**config.mk**
```make
export PLATFORM = sky130hd
export DESIGN_NAME = stepper_phase_decoder
export DESIGN_NICKNAME = d
export VERILOG_FILES = /design/src/rtl/stepper_pkg.sv /design/src/rtl/converter_gray2bin.sv /design/src/rtl/stepper_phase_decoder.sv
export SDC_FILE = /design/constraint.sdc
export NUM_CORES = 1
export LEC_CHECK = 0
export CAP_MARGIN = 25
export CORE_MARGIN = 4
export CORE_UTILIZATION = 49
export DETAILED_ROUTE_END_ITERATION = 10
export GPL_TIMING_DRIVEN = 0
export PLACE_DENSITY = 0.75
export SETUP_SLACK_MARGIN = 0.15
export SLEW_MARGIN = 20
export SYNTH_ARGS = -nofsm -noshare
export SYNTH_HDL_FRONTEND = slang
export SYNTH_SLANG_ARGS = --single-unit
export TNS_END_PERCENT = 1
```
**constraint.sdc**
```tcl
create_clock -name clk -period 3.2 [get_ports clk]
set_input_delay 0.96 -clock clk [delete_from_list [all_inputs] [get_ports clk]]
set_output_delay 0.96 -clock clk [all_outputs]
set_load 0.005 [all_outputs]
```
**src/rtl/stepper_pkg.sv**
```systemverilog
// Shared types and constants for the stepper phase decoder.
// The Gray phase order 00,01,11,10 maps to binary 0,1,2,3, so a forward step is +1 mod 4.
package stepper_pkg;

    typedef logic [1:0] phase_t;

    typedef enum logic {
        DIR_REVERSE = 1'b0,
        DIR_FORWARD = 1'b1
    } dir_e;

    typedef enum logic {
        UNPRIMED = 1'b0,
        TRACKING = 1'b1
    } decoder_state_e;

    localparam phase_t DELTA_FWD  = 2'd1;
    localparam phase_t DELTA_SKIP = 2'd2;
    localparam phase_t DELTA_REV  = 2'd3;

    // Binary view of a candidate phase that has not been captured yet.
    function automatic phase_t gray2bin_f(input phase_t gray);
        return {gray[1], gray[1] ^ gray[0]};
    endfunction

endpackage

```
**src/rtl/converter_gray2bin.sv**
```systemverilog
// Combinational Gray-to-binary converter of arbitrary width.
// Each binary bit is the XOR of all Gray bits at or above its position.
module converter_gray2bin #(
    parameter int unsigned DATA_WIDTH = 2
) (
    input  logic [DATA_WIDTH-1:0] gray_in,
    output logic [DATA_WIDTH-1:0] bin_c
);

    always_comb begin
        bin_c = '0;
        for (int unsigned i = 0; i < DATA_WIDTH; i++) begin
            bin_c[i] = ^(gray_in >> i);
        end
    end

endmodule

```
**src/rtl/stepper_phase_decoder.sv**
```systemverilog
// Turns the paper-feed motor's two-phase drive into step pulses, direction and a signed position.
// Phases are synchronised, debounced, then compared against the last accepted phase in binary.
module stepper_phase_decoder
    import stepper_pkg::*;
#(
    parameter int unsigned SYNC_STAGES     = 2,
    parameter int unsigned DEBOUNCE_CYCLES = 4,
    parameter int unsigned COUNT_WIDTH     = 16
) (
    input  logic                   clk,
    input  logic                   rst_n,
    input  logic [1:0]             phase_in,
    input  logic                   position_clear,
    input  logic                   error_clear,
    output logic                   primed,
    output logic [1:0]             phase_bin,
    output logic                   step_pulse,
    output logic                   step_dir,
    output logic [COUNT_WIDTH-1:0] position,
    output logic                   skip_error
);

    localparam int unsigned      CNT_W   = $clog2(DEBOUNCE_CYCLES + 1);
    localparam logic [CNT_W-1:0] CNT_MAX = CNT_W'(DEBOUNCE_CYCLES);

    phase_t                 sync_q [SYNC_STAGES];
    phase_t                 sync_d [SYNC_STAGES];
    phase_t                 synced_c;
    phase_t                 cand_q, cand_d;
    logic [CNT_W-1:0]       cnt_q, cnt_d;
    logic                   accept_c;

    decoder_state_e         state_q, state_d;
    phase_t                 stable_q, stable_d;
    phase_t                 bin_old_c, bin_new_c, delta_c;

    logic                   primed_q, primed_d;
    logic                   step_pulse_q, step_pulse_d;
    dir_e                   step_dir_q, step_dir_d;
    logic [COUNT_WIDTH-1:0] position_q, position_d;
    logic                   skip_error_q, skip_error_d;

    // Synchroniser shift chain, one phase pair per stage.
    always_comb begin
        sync_d[0] = phase_in;
        for (int unsigned i = 1; i < SYNC_STAGES; i++) begin
            sync_d[i] = sync_q[i-1];
        end
    end

    assign synced_c = sync_q[SYNC_STAGES-1];

    // Run-length debouncer: candidate tracks the synced value, count saturates at the threshold.
    always_comb begin
        cand_d = cand_q;
        cnt_d  = cnt_q;
        if (synced_c != cand_q) begin
            cand_d = synced_c;
            cnt_d  = CNT_W'(1);
        end else if (cnt_q != CNT_MAX) begin
            cnt_d = cnt_q + CNT_W'(1);
        end
    end

    // Acceptance is judged on the updated count so outputs land on the threshold edge.
    assign accept_c = (cnt_d == CNT_MAX) &&
                      ((cand_d != stable_q) || (state_q == UNPRIMED));

    converter_gray2bin #(
        .DATA_WIDTH (2)
    ) u_gray2bin (
        .gray_in (stable_q),
        .bin_c   (bin_old_c)
    );

    assign bin_new_c = gray2bin_f(cand_d);
    assign delta_c   = bin_new_c - bin_old_c;

    always_ff @(posedge clk) begin
        if (!rst_n) begin
            state_q <= UNPRIMED;
        end else begin
            state_q <= state_d;
        end
    end

    always_comb begin
        state_d = state_q;
        case (state_q)
            UNPRIMED: if (accept_c) state_d = TRACKING;
            TRACKING: state_d = TRACKING;
            default:  state_d = UNPRIMED;
        endcase
    end

    // Step classification; error set beats error clear, position clear beats a step.
    always_comb begin
        stable_d     = stable_q;
        primed_d     = primed_q;
        step_pulse_d = 1'b0;
        step_dir_d   = step_dir_q;
        position_d   = position_q;
        skip_error_d = skip_error_q;

        if (error_clear) begin
            skip_error_d = 1'b0;
        end

        if (accept_c) begin
            stable_d = cand_d;
            case (state_q)
                UNPRIMED: primed_d = 1'b1;
                TRACKING: begin
                    case (delta_c)
                        DELTA_FWD: begin
                            step_pulse_d = 1'b1;
                            step_dir_d   = DIR_FORWARD;
                            position_d   = position_q + COUNT_WIDTH'(1);
                        end
                        DELTA_REV: begin
                            step_pulse_d = 1'b1;
                            step_dir_d   = DIR_REVERSE;
                            position_d   = position_q - COUNT_WIDTH'(1);
                        end
                        DELTA_SKIP: skip_error_d = 1'b1;
                        default: ;
                    endcase
                end
                default: ;
            endcase
        end

        if (position_clear) begin
            position_d = '0;
        end
    end

    always_ff @(posedge clk) begin
        if (!rst_n) begin
            for (int unsigned i = 0; i < SYNC_STAGES; i++) begin
                sync_q[i] <= '0;
            end
            cand_q       <= '0;
            cnt_q        <= '0;
            stable_q     <= '0;
            primed_q     <= 1'b0;
            step_pulse_q <= 1'b0;
            step_dir_q   <= DIR_REVERSE;
            position_q   <= '0;
            skip_error_q <= 1'b0;
        end else begin
            for (int unsigned i = 0; i < SYNC_STAGES; i++) begin
                sync_q[i] <= sync_d[i];
            end
            cand_q       <= cand_d;
            cnt_q        <= cnt_d;
            stable_q     <= stable_d;
            primed_q     <= primed_d;
            step_pulse_q <= step_pulse_d;
            step_dir_q   <= step_dir_d;
            position_q   <= position_d;
            skip_error_q <= skip_error_d;
        end
    end

    assign primed     = primed_q;
    assign phase_bin  = bin_old_c;
    assign step_pulse = step_pulse_q;
    assign step_dir   = step_dir_q;
    assign position   = position_q;
    assign skip_error = skip_error_q;

endmodule

```
==> After elaboration in Yosys (flattened, before gate mapping) <==
Memories as Yosys holds them, arrays and structs flattened.
Cells that the tools add are included.
{ "word_totals": {"register_bits": 28, "ram_bits": 4, "input_bits": 6, "output_inout_bits": 22, "memories": 1} }
{ "classes": {"n_addsub": 4, "n_eq_ne": 7, "mux": 16, "n_bitwise": 5, "reduce_logical": 10} }
{ "memory_table": {"columns": ["memory", "words", "width", "rd", "rd_ports_with_merged_regs", "write_ports", "line", "text"], "rows": [
  ["sync_q", 2, 2, 2, 0, 2, "stepper_phase_decoder.sv:26", "phase_t sync_q [SYNC_STAGES];"]
]} }
{ "op_table": {"columns": ["operator", "count"], "rows": [
  ["16-bit one-hot mux with 2 select lines", 1],
  ["16-bit by 1-bit adder with 16-bit output (second input constant)", 1],
  ["16-bit by 1-bit subtractor with 16-bit output (second input constant)", 1],
  ["1-bit two-way mux", 8],
  ["2-bit two-way mux", 3],
  ["3-bit two-way mux", 2],
  ["3-bit AND reduction", 2],
  ["2-bit == test (second input constant)", 2],
  ["2-bit inequality test", 2],
  ["1-bit one-hot mux with 2 select lines", 2],
  ["2-bit OR reduction", 2],
  ["2-bit parity", 2],
  ["3-bit by 1-bit adder with 3-bit output (second input constant)", 1],
  ["3-bit == test (second input constant)", 1],
  ["3-bit inequality test (second input constant)", 1],
  ["2-bit by 1-bit == test with 1-bit output (second input constant)", 1],
  ["1-bit NOT", 2],
  ["1-bit bitwise OR", 2],
  ["2-bit AND reduction", 1],
  ["2-bit nonzero test", 1],
  ["2-bit subtractor", 1],
  ["1-bit logical AND", 1],
  ["1-bit logical OR", 1],
  ["1-bit XOR", 1]
]} }

==> Logic depth before layout (Yosys ltp) <==
{ "depth": {"depth_word": 8, "depth_mapped": 14, "ltp_nobuf": 12} }

==> By module <==
A second synthesis with hierarchy kept.
{ "unflattened": {"cells_unflattened": 225, "hier_area_um2": 1875.5} }
{ "modules_own_cells": {"columns": ["module", "instances", "cells_each", "area_per_inst_um2"], "rows": [
  ["stepper_phase_decoder", 1, 223, 1859.3],
  ["converter_gray2bin", 1, 2, 16.3]
]} }

==> Worst setup path before layout <==
Ideal clock, no wire load.
{ "synth_timing": {"path_type": "reg-to-reg", "from": "register stable_q[1]", "to": "register position_q[12], in the netlist position[12]", "setup_ns": 0.121, "arrival_time_ns": 2.970, "path_slack_ns": 0.110, "stages_incl_launch_ff": 13, "n_path_buf": 1, "cell_sequence": "dfxtp_1 -> xor2_1 -> ha_1 -> clkbuf_1 -> inv_1 -> nand2_1 -> xnor2_1 -> ha_1 -> or3_1 -> and3_1 -> o221ai_1 -> mux2i_1 -> mux2_2"} }
{ "synth_between": {"elab_chain_cells": 5} }
{ "synth_lines": {"columns": ["item", "line", "text"], "rows": [
  ["start, declared", "stepper_phase_decoder.sv:34", "phase_t stable_q, stable_d;"],
  ["start signal, assigned", "stepper_phase_decoder.sv:157", "stable_q <= stable_d;"],
  ["2-bit parity *", "converter_gray2bin.sv:13", "bin_c[i] = ^(gray_in >> i);"],
  ["net phase_bin[0]", "stepper_phase_decoder.sv:16", "output logic [1:0] phase_bin,"],
  ["2-bit subtractor *", "stepper_phase_decoder.sv:77", "assign delta_c = bin_new_c - bin_old_c;"],
  ["2-bit == test or 2-bit by 1-bit == test with 1-bit output (tied branches)", "stepper_phase_decoder.sv:114", "case (delta_c)"],
  ["2-bit nonzero test (no line)", null, null],
  ["3-bit AND reduction (no line)", null, null],
  ["end signal, assigned", "stepper_phase_decoder.sv:161", "position_q <= position_d;"],
  ["end, declared", "stepper_phase_decoder.sv:40", "logic [COUNT_WIDTH-1:0] position_q, position_d;"]
]} }
The timed path passes the listed nets; every way through them passes the cells marked *.
A chain may end at the register's enable or synchronous reset.

==> Worst setup path in the final report <==
{ "layout_timing": {"from": "register stable_q[0]", "to": "register position_q[12], in the netlist position[12]"} }
{ "layout_between": {"elab_chain_cells": 5} }
{ "layout_lines": {"columns": ["item", "line"], "rows": [
  ["2-bit parity", "converter_gray2bin.sv:13"],
  ["2-bit subtractor", "stepper_phase_decoder.sv:77"],
  ["2-bit == test or 2-bit by 1-bit == test with 1-bit output (tied branches)", "stepper_phase_decoder.sv:114"],
  ["2-bit nonzero test (no line)", null],
  ["3-bit AND reduction (no line)", null]
]} }
Several ways; a longest one is shown, not always the timed one.

==> run metrics <==
crit-path max FO=9; layout cells sized above 1=0.161; dpl ws=-0.301 ns; Routed Antenna Nets=0; ant diodes=0; Period minus WS final=between 3 and 4 ns; Via density=5.92; Initial Util=0.520; DIE HEIGHT=71.3 um; routed length per placed instance=15.3 um; dominant cell type by area after synthesis=dfxtp_1; # port buffers=27; clock sinks=32; r2r setup slk=around 0.18 ns; IO Pins=28; worst-case vdd ir drop=approximately 0.00022 V; CP Class=reg2reg; Worst-Margin Slew=around 0.53 ns; min-delay worst type=reg2reg; initial antenna violation count=0; Layout area overhead=29.0%; Worst slew margin=0.646; CTS Buffer Depth=2; core area=3770 um2; Layout Cells excl Fill=333; maxcap violations=0; post-synthesis register bit count=32; clk_skew=~0.0056 ns; RSZ-0062 raised after global routing=yes; Worst Path Arrival=3.19 ns; CTS Hold Buffers Added=0; Mapped Nets=253; Clk Latency, worst-skew pair=0.29 ns; register area share after synthesis=0.327; Final #Nets=slightly below 300; FP Rows=22; Req. time, crit path=between 3 and 4 ns; Mapped Area=1960 um2; leakage power=0.000945 uW; grt ovf=0; Post-synth EDFFs=0; fmax=0.331 GHz; synth cell count leaders=dfxtp_1 (32), nor2_1 (25), nand2_1 (17); final setup margin=0.181 ns; largest net degree at the start of global routing=12; Synth Warn #=0; most common cell in the netlist=dfxtp_1; DRT Pass-1 Iters=5; Die ar.=approximately 5000 um2; largest cells by area after synthesis=dfxtp_1 (33%), nor2_1 (4.8%), xnor2_1 (4.0%), nand4_1 (3.8%), nand2_1 (3.3%); FF+latch area=648 um2; crit start category=register; die width=71.3 um; Initial DRC Count=200; fin. max-slew vios=0; footprint of the multi-input gates=roughly 1300 um2; first-pass GRT wire length=8.68 mm; CTS Buf Count=5; gp weighted congestion=0.915; crit end category=register; outcome=finished, final reports clean; # setup viols final=0; DRC=0; Synth cell types=53; Routed WL=5.09 mm; CTS tree=done; prevailing post-synth register cell=dfxtp_1; H-Tree Level Count=2; fin util=0.671; placed insts=318; Synth top area share=0.327; Tcrit/Tclk final=0.944; final hold violations=0; Synth async-reset ratio=0; vias in the first global route=1780; PD cells=~350 nW/um2; Clock Pin Slew Worst Setup and Hold Paths=0.07 ns; post-DP HPWL=~3.4 mm; Total GRT Usage=0.211; average cell area after synthesis=8.07 um2; CTS Root Buffer Type=clkbuf_8; Fill cells=321; Vias=roughly 2000; post-synthesis cell count=between 200 and 250
[path summary, 6_finish.rpt]
kind | startpoint | endpoint | cells past startpoint
worst min register to register | sync_q[0][0] | sync_q[0][2] | 1
worst min-delay path | sync_q[0][0] | sync_q[0][2] | 1
worst max-delay path | stable_q[0] | position[12] | 12
worst max register to register | stable_q[0] | position[12] | 12
[kinds of logic (layout without fill, tap and decap cells)]
logic type | Yosys count | count (layout) | synth area share
xor gates and xnor gates | 17 | 17 | 0.0912
muxes | 7 | 7 | 0.0376
AOI/OAI and AO/OA | 41 | 41 | 0.142
and+or+nand+nor | 115 | 115 | 0.321
DFF | 32 | 32 | 0.327
buffers and inverters | 27 | 69 | 0.0568
adders and majority gates | 4 | 4 | 0.0255
[critical path, stage by stage (launching register included)]
cell and delay (ns):
dfxtp_2 0.37, xor2_2 0.18, ha_2 0.31, clkbuf_8 0.17, inv_4 0.07, nand2_4 0.06
xnor2_2 0.13, ha_2 0.21, or3_1 0.36, and3_1 0.16, o221ai_2 0.21, mux2i_1 0.30
mux2_2 0.37
[metrics by stage]
| stage | power (uW) | hold slack (ns) | setup TNS, ns | area [um2] |
|---|---|---|---|---|
| floorplan | 466 | 0.412 | 0 | 1960 |
| global route | 908 | 0.469 | 0 | 2530 |
| finish | 874 | 0.436 | 0 | 2530 |
| detailed placement | 485 | 0.422 | -0.470 | 2290 |
| global placement | 484 | 0.414 | -0.337 | 2290 |
| CTS | 878 | 0.442 | 0 | 2520 |
[cells in the final DEF (no fill, tap or decap), drive strengths merged, types with 3 or more instances in the layout]
master,count
and3,4
nand4,12
nand2,17
nand2b,3
or3,7
inv,9
nand3,7
xnor2,9
clkbuf,17
mux2,3
a211oi,3
o21ai,7
a21oi,11
nor2b,3
or4,4
o22ai,3
ha,4
buf,13
dfxtp,32
nor2,25
clkdlybuf4s50,27
nor4,7
xor2,6
mux2i,4
nor3,8
and2,8
[timing repair]
item / CTS / global route
pin swaps: 6 / 3
hold endpoints to repair: 0 / 0
buffers inserted: 7 / 0
endpoints found under the setup margin: 8 / 6
resized for setup: 20 / 3
[metal layers]
layer	part of all wire	global-route usage	vias to the layer above
met5	0	0	-
met4	0.013	0.0626	0
met3	0.063	0.0435	9
met2	0.46	0.319	83
met1	0.47	0.303	932
li1	-	-	949
[registers in the layout, indices dropped and copies added (netlist names)]
signal,flops
stable_q,2
sync_q,4
skip_error,1
step_pulse,1
step_dir,1
cnt_q,3
cand_q,2
primed,1
state_q,1
position,16
[report_power, final]
part	leakage (uW)	switching (uW)	internal (uW)
Clock	0.0000541	158	230
Sequential	0.000261	5.47	404
Combinational	0.000629	39.7	36.3
[cell type report]
cell class / instances / area share
Tap cell: 48 / 0.0237
Buffer: 18 / 0.0376
Clock buffer: 5 / 0.0272
Clock inverter: 3 / 0.0168
Inverter: 9 / 0.0143
Multi-Input combinational cell: 184 / 0.497
Sequential cell: 32 / 0.256
Timing Repair Buffer: 34 / 0.128
(Power assumes the default switching activity.)
